<file path="src/rtl/alu_seq.sv">
// alu_seq: multi-cycle N-bit ALU with valid/ready handshakes and NZCV-style flags.
//
// The block accepts one operation at a time. Single-cycle opcodes produce their
// registered result one edge after acceptance. MUL runs an iterative shift-add
// unsigned multiply, one multiplier bit per cycle, so it adds no multiplier to
// the critical path. The result and flags stay constant while out_valid is high.
//
// Build option:
//   ALU_SEQ_MUL_EN - when defined, opcode 1000 is the iterative multiply.
//                    When undefined, there is no multiplier and no EXEC state,
//                    and 1000 behaves like any undefined opcode (latency 1).
//
// Ports:
//   clk       - clock; all state changes on the rising edge
//   reset     - asynchronous, active-low reset
//   in_valid  - a, b and alu_ctl are valid
//   in_ready  - block can accept an operation (high only in IDLE)
//   a, b      - N-bit operands
//   alu_ctl   - operation select (AND/OR/ADD/SUB/PASSB/MUL)
//   out_valid - y and flags are valid
//   out_ready - consumer accepts the result
//   y         - N-bit result
//   zero, negative, carry, overflow - flags for the registered y
module alu_seq #(
    parameter int N = 64
) (
    input  logic         clk,
    input  logic         reset,
    input  logic         in_valid,
    output logic         in_ready,
    input  logic [N-1:0] a,
    input  logic [N-1:0] b,
    input  logic [3:0]   alu_ctl,
    output logic         out_valid,
    input  logic         out_ready,
    output logic [N-1:0] y,
    output logic         zero,
    output logic         negative,
    output logic         carry,
    output logic         overflow
);

    localparam logic [3:0] OP_AND   = 4'b0000;
    localparam logic [3:0] OP_OR    = 4'b0001;
    localparam logic [3:0] OP_ADD   = 4'b0010;
    localparam logic [3:0] OP_SUB   = 4'b0110;
    localparam logic [3:0] OP_PASSB = 4'b0111;
`ifdef ALU_SEQ_MUL_EN
    localparam logic [3:0] OP_MUL   = 4'b1000;
    localparam int         CW       = $clog2(N + 1);
`endif

    typedef enum logic [1:0] {
        IDLE = 2'd0,
`ifdef ALU_SEQ_MUL_EN
        EXEC = 2'd1,
`endif
        DONE = 2'd2
    } state_t;

    state_t       state_reg;
    logic         in_ready_reg;
    logic         out_valid_reg;
    logic [N-1:0] y_reg;
    logic         zero_reg;
    logic         negative_reg;
    logic         carry_reg;
    logic         overflow_reg;

    // ------------------------------------------------------------------
    // Single-cycle datapath, evaluated on the live inputs so the result
    // can be registered at the accepting edge.
    // ------------------------------------------------------------------
    logic [N:0]   sum_next;
    logic [N-1:0] res_next;
    logic         carry_next;
    logic         overflow_next;

    always_comb begin
        sum_next      = '0;
        res_next      = '0;
        carry_next    = 1'b0;
        overflow_next = 1'b0;
        case (alu_ctl)
            OP_AND:   res_next = a & b;
            OP_OR:    res_next = a | b;
            OP_PASSB: res_next = b;
            OP_ADD: begin
                sum_next      = {1'b0, a} + {1'b0, b};
                res_next      = sum_next[N-1:0];
                carry_next    = sum_next[N];
                overflow_next = (a[N-1] == b[N-1]) && (res_next[N-1] != a[N-1]);
            end
            OP_SUB: begin
                // a + ~b + 1: carry out is NOT borrow.
                sum_next      = {1'b0, a} + {1'b0, ~b} + {{N{1'b0}}, 1'b1};
                res_next      = sum_next[N-1:0];
                carry_next    = sum_next[N];
                overflow_next = (a[N-1] == ~b[N-1]) && (res_next[N-1] != a[N-1]);
            end
            default:  res_next = '1;  // undefined opcodes (and MUL when not built)
        endcase
    end

`ifdef ALU_SEQ_MUL_EN
    // ------------------------------------------------------------------
    // Iterative multiply. {acc_hi, acc_lo} is a 2N-bit product register:
    // acc_lo starts as the multiplier and is consumed LSB first while the
    // partial product shifts in from the top. After N steps acc_lo holds
    // the low half (the result) and acc_hi the high half (overflow only).
    // ------------------------------------------------------------------
    logic [N-1:0]  mcand_reg;
    logic [N-1:0]  acc_hi_reg;
    logic [N-1:0]  acc_lo_reg;
    logic [CW-1:0] cnt_reg;
    logic [N:0]    mul_add;
    logic [N-1:0]  acc_hi_next;
    logic [N-1:0]  acc_lo_next;

    always_comb begin
        mul_add     = {1'b0, acc_hi_reg} + (acc_lo_reg[0] ? {1'b0, mcand_reg} : '0);
        acc_hi_next = mul_add[N:1];
        acc_lo_next = {mul_add[0], acc_lo_reg[N-1:1]};
    end
`endif

    // ------------------------------------------------------------------
    // Control FSM with registered handshake outputs.
    // ------------------------------------------------------------------
    always_ff @(posedge clk or negedge reset) begin
        if (!reset) begin
            state_reg     <= IDLE;
            in_ready_reg  <= 1'b1;
            out_valid_reg <= 1'b0;
            y_reg         <= '0;
            zero_reg      <= 1'b0;
            negative_reg  <= 1'b0;
            carry_reg     <= 1'b0;
            overflow_reg  <= 1'b0;
`ifdef ALU_SEQ_MUL_EN
            mcand_reg     <= '0;
            acc_hi_reg    <= '0;
            acc_lo_reg    <= '0;
            cnt_reg       <= '0;
`endif
        end else begin
            case (state_reg)
                IDLE: begin
                    if (in_valid) begin
                        in_ready_reg <= 1'b0;
`ifdef ALU_SEQ_MUL_EN
                        if (alu_ctl == OP_MUL) begin
                            mcand_reg  <= a;
                            acc_hi_reg <= '0;
                            acc_lo_reg <= b;
                            cnt_reg    <= '0;
                            state_reg  <= EXEC;
                        end else
`endif
                        begin
                            y_reg         <= res_next;
                            zero_reg      <= (res_next == '0);
                            negative_reg  <= res_next[N-1];
                            carry_reg     <= carry_next;
                            overflow_reg  <= overflow_next;
                            out_valid_reg <= 1'b1;
                            state_reg     <= DONE;
                        end
                    end
                end
`ifdef ALU_SEQ_MUL_EN
                EXEC: begin
                    acc_hi_reg <= acc_hi_next;
                    acc_lo_reg <= acc_lo_next;
                    cnt_reg    <= cnt_reg + 1'b1;
                    if (cnt_reg == CW'(N - 1)) begin
                        y_reg         <= acc_lo_next;
                        zero_reg      <= (acc_lo_next == '0);
                        negative_reg  <= acc_lo_next[N-1];
                        carry_reg     <= 1'b0;
                        overflow_reg  <= (acc_hi_next != '0);
                        out_valid_reg <= 1'b1;
                        state_reg     <= DONE;
                    end
                end
`endif
                DONE: begin
                    if (out_ready) begin
                        out_valid_reg <= 1'b0;
                        in_ready_reg  <= 1'b1;
                        state_reg     <= IDLE;
                    end
                end
                default: begin
                    out_valid_reg <= 1'b0;
                    in_ready_reg  <= 1'b1;
                    state_reg     <= IDLE;
                end
            endcase
        end
    end

    assign in_ready  = in_ready_reg;
    assign out_valid = out_valid_reg;
    assign y         = y_reg;
    assign zero      = zero_reg;
    assign negative  = negative_reg;
    assign carry     = carry_reg;
    assign overflow  = overflow_reg;

endmodule

</file>
<file path="config.mk">
export PLATFORM = sky130hd
export DESIGN_NAME = alu_seq
export DESIGN_NICKNAME = d
export VERILOG_FILES = /design/src/rtl/alu_seq.sv
export SDC_FILE = /design/constraint.sdc
export NUM_CORES = 1
export LEC_CHECK = 0
export BUFFER_PORTS_ARGS = -buffer_cell sky130_fd_sc_hd__buf_4
export CAP_MARGIN = 40
export CORE_MARGIN = 4
export CORE_UTILIZATION = 55
export DETAILED_ROUTE_END_ITERATION = 12
export PLACE_DENSITY_LB_ADDON = 0.15
export SYNTH_ARGS = -nofsm -noshare
export SYNTH_HDL_FRONTEND = slang
export SYNTH_SLANG_ARGS = --single-unit
</file>
<file path="constraint.sdc">
create_clock -name clk -period 2.5 [get_ports clk]
set_clock_uncertainty 0.15 [all_clocks]
set_input_delay 0.125 -clock clk [delete_from_list [all_inputs] [get_ports clk]]
set_output_delay 0.125 -clock clk [all_outputs]
set_load 0.01 [all_outputs]
</file>
==> metrics.txt, run 1 <==
status=stopped before the end; stopping stage=clock tree synthesis (4_1_cts); tool error=[ERROR DPL-0033] detailed placement checks failed during check placement.; Simple-Gate Fraction of Synth Area=0.228; Async S/R FF share, synth=1.00; GP Congestion=1.26; # rows=60; Synth Area in Compound Gates=0.365; top-area cell type share of the netlist area=0.173; DP HPWL=69.1 mm; IO Port Bufs=205; Post-synth EDFFs=0; htree depth=3; Chip Height=174 um; Synth area leaders=ha_1, dfrtp_1, a21oi_1; register area share after synthesis=0.114; Syn. warnings=0; Mapped Cells=2221; I/O pin total=206; Adder-Cell Fraction of Synth Area=0.175; Netlist cell types=95; Syn Nets=2568; xor-xnor portion of the synthesized cell area=0.0185; syn_area_per_cell=6.82 sq um; chip width=174 um; Resized Gates After CTS=412; clock sinks=69; largest family of logic cells by synthesized area=compound AO/OA/AOI/OAI gates; total CTS buffers=9; Max Buffers Root-to-Sink=2; Post-synth top flop=dfrtp_1; Synth area leader=ha_1; clock root cell=clkbuf_16; synthesized flop and latch total=69; post-synthesis cell area=15200 sq um; count leader, synth=nand2_1; postcts setup bufs=77; Initial Util=0.561; # hold bufs at CTS=4; post-synthesis mux area share=0.00958; Synth top cells by count=nand2_1, a21oi_1, ha_1
==> cells by family after synthesis <==
family          after synthesis
fa+ha+maj                   211
compound gates              828
simple gates                726
buf+inv                     342
flops                        69
mux                          13
xor+xnor                     32
==> stage by stage <==
| step | instance area [sq um] | setup WS, ps | instances |
|---|---|---|---|
| 2_1_floorplan | 16000 | -748 | 2221 |
| 3_3_place_gp | 23900 | -2180 | 3512 |
| 3_5_place_dp | 24000 | -1970 | 3515 |
==> run 2, diff against run 1 <==
--- a/config.mk
+++ b/config.mk
@@ -8,7 +8,7 @@
 export BUFFER_PORTS_ARGS = -buffer_cell sky130_fd_sc_hd__buf_4
 export CAP_MARGIN = 40
 export CORE_MARGIN = 4
-export CORE_UTILIZATION = 55
+export CORE_UTILIZATION = 40
 export DETAILED_ROUTE_END_ITERATION = 12
 export PLACE_DENSITY_LB_ADDON = 0.15
 export SYNTH_ARGS = -nofsm -noshare
==> constraint.sdc (replaced) <==
create_clock -name clk -period 3.2 [get_ports clk]
set_clock_uncertainty 0.15 [all_clocks]
set_input_delay 0.16 -clock clk [delete_from_list [all_inputs] [get_ports clk]]
set_output_delay 0.16 -clock clk [all_outputs]
set_load 0.01 [all_outputs]
==> metrics.txt, run 2 <==
wire length on met1=35.0 mm; max layer used=met5; final period utilization=1.19; Syn. warnings=0 (unchanged); R2R cell count=13; max FFs per register=64; I/O pin total=206 (unchanged); post-synthesis cell area=15200 sq um (unchanged); setup_tns=-1800 ps; Skew-Pair Late Insertion Delay=360 ps; Area Growth Syn to Fin=79.2%; Post-synth EDFFs=0 (unchanged); drc violations=0; Tot Pwr=0.00778 W; via count=23023; met2 WL=39.4 mm; Hold Path Class=primary input to flop; Antenna Nets Post-Route=0; IO Port Bufs=205 (unchanged); slowest CP cell=a2111oi_4; register area share after synthesis=0.114 (unchanged); Critical Path Sink Type=flop; crit-path max FO=4; Worst Hold Depth=3; Synth area leader=ha_1; Initial Util=0.404 (-0.157); GP Congestion=1.11 (-12%); Routed WL=90.2 mm; share of cells above drive strength 1=0.473; Syn Nets=2568 (unchanged); Max Cap Viol=0; CP Data Required Time=3350 ps; count leader, synth=nand2_1; Worst Tran Pin Value=942 ps; final setup fails=14; chip width=203 um (+16%); Mapped Cells=2221 (unchanged); Core Area=37500 sq um; Synth area leaders=ha_1, dfrtp_1, a21oi_1; crit-path most repeated cell=buf_4; critical path type=primary input to flop; clock root cell=clkbuf_16; critical path, cell by cell=buf_4, buf_4, ha_4, buf_4, a21o_4, a221oi_2, buf_4, a21oi_4, o21ai_4, buf_6, and4_4, or2_4, o21ai_4, a21o_1, a221o_1, a2111oi_4, nand4_1, nor4_2, a21o_1; Final WS setup=-617 ps; top-area cell type share of the netlist area=0.173 (unchanged); Max Buffers Root-to-Sink=2 (unchanged); TritonCTS clock tree=yes; synthesized flop and latch total=69 (unchanged); commonest non-fill, non-tap cells in the layout=buf_4, nand2_1, inv_1; GR Overflow Total=0; htree depth=3 (unchanged); Avg WL per Cell=23.5 um; Largest stage delay, worst path=400 ps; Die ar.=41100 sq um; startpoint types=primary input; metal3 WL=8.51 mm; DP HPWL=73.4 mm (+6.3%); Pleak=13.0 nW; syn_area_per_cell=6.82 sq um (unchanged); RSZ-0062 raised after global routing=yes; drt pass-1 iters=6; vias in the first global route=22761; Max Slew Vio Count=0; GRT Overall Usage=0.411; final hold viol count=0; largest net degree at the start of global routing=87; Max Clk Rate=0.262 GHz; clock sinks=69 (unchanged); initial antenna violation count=1; status=finished with violations; Post-synth top flop=dfrtp_1; first-pass GRT wire length=132 mm; Netlist cell types=95 (unchanged); leading cell type in the layout, fill and taps excluded=buf_4; power per cell area=286 nW/um^2; Relative slew margins=0.367; fin crit period=3820 ps; CP arrival=3970 ps; Peak VDD IR=242 uV; Synth top cells by count=nand2_1, a21oi_1, ha_1; Worst-path clk slew=70 ps; Async S/R FF share, synth=1.00 (unchanged); failing checks=negative setup slack; # rows=71 (+18%); vias per inst=6.00; Nets=3669; initial drt markers=2286; total CTS buffers=9 (unchanged); Chip Height=203 um (+16%)
==> run 2: cell counts after synthesis <==
Identical to the previous run, type by type.
==> run 2: kinds of logic (layout without fill, tap and decap cells) <==
logic type      Yosys count  after routing  synth area share
buf+inv                 342           1448            0.0895
mux                      13             13           0.00958
simple gates            726            726             0.228
other cells               0              1                 0
fa+ha+maj               211            211             0.175
xor+xnor                 32             32            0.0185
flops                    69             69             0.114
compound gates          828            828             0.365
==> run 2: per-stage QoR <==
stage | utilization | hold WS, ps | area [sq um] | std cells | setup slack (ps)
2_1_floorplan | - | -286 | 15500 | 2221 | -89.4
3_3_place_gp | 0.649 | 200 | 24300 | 3761 | -1700
3_5_place_dp | 0.649 | -5.33 | 24300 | 3765 | -1430
4_1_cts | 0.692 | 78.2 | 25900 | 3811 | -564
5_1_grt | 0.725 | 72.8 | 27200 | 3838 | -699
6_report | 0.725 | 75.8 | 27200 | 3839 | -617
==> run 2: area by class of cell <==
class                      instances  area, sq um
antenna                            1         2.50
clock buffer                       9          225
clock inverter                     7          105
fill                            3022        10300
inverter                         206          803
multi-input combinational       1810        14100
sequential                        69         1730
tap                              511          639
timing repair buffer            1226         9550
==> run 2: what timing repair did <==
item | 4_1_cts | 5_1_grt
setup endpoints to repair | 35 | 32
hold endpoints to repair | 34 | 0
pin swaps | 59 | 111
hold buffers | 3 | 0
gates resized for setup | 215 | 227
setup buffers | 30 | 37
==> run 2: worst paths after layout <==
check                      startpoint  endpoint  slack [ps]
max                              b[5]      zero        -620
min                             a[63]  overflow          80
max reg2reg                 out_valid      zero         280
min reg2reg                  in_ready  in_ready         330
max in group asynchronous       reset     y[19]        2140
min in group asynchronous       reset     y[46]         150
==> run 2: critical path: cells and delay by family <==
kind | cells | cell delay, ps
simple gates | 4 | 900
fa+ha+maj | 1 | 170
compound gates | 9 | 1990
buf+inv | 5 | 720
==> run 2: report_power, final <==
part	switching, W	total (W)	internal, W
Sequential	0.000203	0.00128	0.00108
Clock	0.000484	0.00118	0.000698
Combinational	0.00279	0.00532	0.00253
Total	0.00348	0.00778	0.00430
==> run 2: layer usage <==
layer / vias up / global-route usage
met5: - / 0
met2: 1386 / 0.656
li1: 10335 / -
met1: 10878 / 0.515
met3: 422 / 0.0778
met4: 2 / 0.250
(Power assumes the default switching activity.)
==> run 3, diff against run 2 <==
--- a/config.mk
+++ b/config.mk
@@ -11,6 +11,7 @@
 export CORE_UTILIZATION = 40
 export DETAILED_ROUTE_END_ITERATION = 12
 export PLACE_DENSITY_LB_ADDON = 0.15
+export RECOVER_POWER = 25
 export SYNTH_ARGS = -nofsm -noshare
 export SYNTH_HDL_FRONTEND = slang
 export SYNTH_SLANG_ARGS = --single-unit
==> metrics.txt, run 3 (synthesized netlist as in run 2, its figures left out) <==
Reg2Reg Launch Point=out_valid; leading cell type in the layout, fill and taps excluded=buf_4; RSZ-0062 raised after global routing=yes; commonest non-fill, non-tap cells in the layout=buf_4, nand2_1, inv_1; htree depth=3 (unchanged); setup_tns=-1900 ps (-95.2 ps); status=finished with violations; metal3 WL=8.28 mm (-2.7%); initial antenna violation count=1 (unchanged); final period utilization=1.19 (+0.00213); largest net degree at the start of global routing=87 (unchanged); share of cells above drive strength 1=0.473 (-0.000601); # rows=71 (unchanged); Hold Path Class=primary input to flop; clock root cell=clkbuf_16; Tot Pwr=0.00777 W (-0.14%); Critical Path Sink Type=flop; Final WS setup=-624 ps (-6.82 ps); worst hold start=a[63]; GR Overflow Total=0 (unchanged); I/O pin total=206 (unchanged); final core utilization=0.724 (about the same); Area Growth Syn to Fin=79.1% (about the same); total CTS buffers=9 (unchanged); critical path, cell by cell=buf_4, inv_2, ha_4, buf_6, a21o_4, a221oi_2, buf_4, a21oi_4, o21ai_4, buf_6, and4_4, or2_4, o21ai_4, a21o_1, a221o_1, a2111oi_4, nand4_1, nor4_2, a21o_1; Die ar.=41100 sq um (unchanged); Relative slew margins=-0.283 (-0.650); TritonCTS clock tree=yes; Max Clk Rate=0.262 GHz (-0.18%); Peak VDD IR=237 uV (-2.2%); failing checks=max-capacitance violations, max-slew violations, negative setup slack; final setup fails=16 (+2); drc violations=0 (unchanged); via count=23071 (+0.21%); WP buf/inv=5 (unchanged); critical path type=primary input to flop; power per cell area=286 nW/um^2 (about the same); Max Cap Viol=1 (+1); DP HPWL=73.4 mm (unchanged); clock sinks=69 (unchanged); vias in the first global route=22761 (unchanged); Initial Util=0.404 (unchanged); Avg WL per Cell=23.5 um (about the same); logic gate share of total power=0.684 (about the same); CP Data Required Time=3350 ps (about the same); chip width=203 um (unchanged); GRT Overall Usage=0.411 (unchanged); crit-path max FO=8 (+4); Chip Height=203 um (unchanged); fin crit period=3820 ps (+6.82 ps); Worst-path clk slew=70 ps (about the same); NetSw=0.00347 W (-0.20%); max FFs per register=64 (unchanged); FILL cells=3026 (+0.13%); P_int=0.00430 W (about the same); met2 WL=39.5 mm (+0.16%); vias per inst=6.01 (+0.21%); Skew-Pair Late Insertion Delay=350 ps (about the same); Nets=3669 (unchanged); wire length on met1=35.2 mm (+0.64%); finished layout cell area=27100 sq um (about the same); drt pass-1 iters=8 (+2); Antenna Nets Post-Route=0 (unchanged); GP Congestion=1.11 (unchanged); Max Buffers Root-to-Sink=2 (unchanged); switching share of power=0.447 (about the same); r2r setup slk=300 ps (+20 ps); CP arrival=3970 ps (about the same); max layer used=met5; beginning of the critical path=b[5]; CP top delay family=compound AO/OA/AOI/OAI gates; Routed WL=90.2 mm (about the same); Largest stage delay, worst path=400 ps (about the same); IO Port Bufs=205 (unchanged); Pleak=13.0 nW (about the same); Worst Tran Pin Value=1930 ps (+983 ps); Core Area=37500 sq um (unchanged); Seq pwr share=0.164 (about the same); final hold viol count=0 (unchanged); slowest CP cell=a2111oi_4; startpoint types=primary input; Max Slew Vio Count=34 (+34); clock share of power=0.152 (about the same); hold slack=78.9 ps (+3.16 ps); initial drt markers=2353 (+2.9%); first-pass GRT wire length=132 mm (unchanged); placed cell area=24300 sq um (unchanged)
[run 3: what timing repair did]
item	CTS	global route
hold buffers	3	0
setup endpoints to repair	35	32
hold endpoints to repair	34	0
pin swaps	59	111
gates resized for setup	215	227
setup buffers	30	37
[run 3: final timing paths]
| path | end | cells past startpoint |
|---|---|---|
| hold reg to reg | y[58] | 2 |
| min in group asynchronous | y[43] | 2 |
| max in group asynchronous | y[18] | 3 |
| setup reg to reg | zero | 13 |
| hold / removal | overflow | 3 |
| setup / recovery | zero | 19 |
[run 3: worst register-to-register path: stages, from the launching register on]
cell and delay (ps):
dfrtp_1 430, inv_1 120, nand2_4 70, a311oi_1 260, nand4_1 150, nor2b_1 120, and3_1 200, nand4_1 140
nor4_2 330, nand3_1 150, nor4_1 200, nand4_1 220, nor4_2 190, a21o_1 110
[run 3: layout make-up]
class / count / area (sq um) / share of cell area
Tap cell: 511 / 639 / 0.0236
Timing Repair Buffer: 1226 / 9530 / 0.351
Multi-Input combinational cell: 1810 / 14100 / 0.520
Clock buffer: 9 / 225 / 0.00830
Clock inverter: 7 / 105 / 0.00387
Inverter: 206 / 803 / 0.0296
Sequential cell: 69 / 1730 / 0.0636
Antenna cell: 1 / 2.50 / 0.0000922
[run 3: power groups by stage]
stage	combinational (W)	clock, W	sequential, W
detailed placement	0.00458	0	0.00128
global route	0.00560	0.00123	0.00128
CTS	0.00488	0.00119	0.00127
global placement	0.00451	0	0.00127
floorplan	0.00185	0	0.00129
finish	0.00531	0.00118	0.00128
[run 3: metal layers]
metal | vias up | global-route usage
met2 | 1400 | 0.656
li1 | 10325 | -
met3 | 411 | 0.0778
met1 | 10933 | 0.515
met4 | 2 | 0.250
met5 | - | 0
[run 3: through the flow]
step	setup slack (ps)	cells
2_1_floorplan	-89.4	2221
3_3_place_gp	-1700	3761
3_5_place_dp	-1430	3765
4_1_cts	-564	3811
5_1_grt	-699	3838
6_report	-624	3839
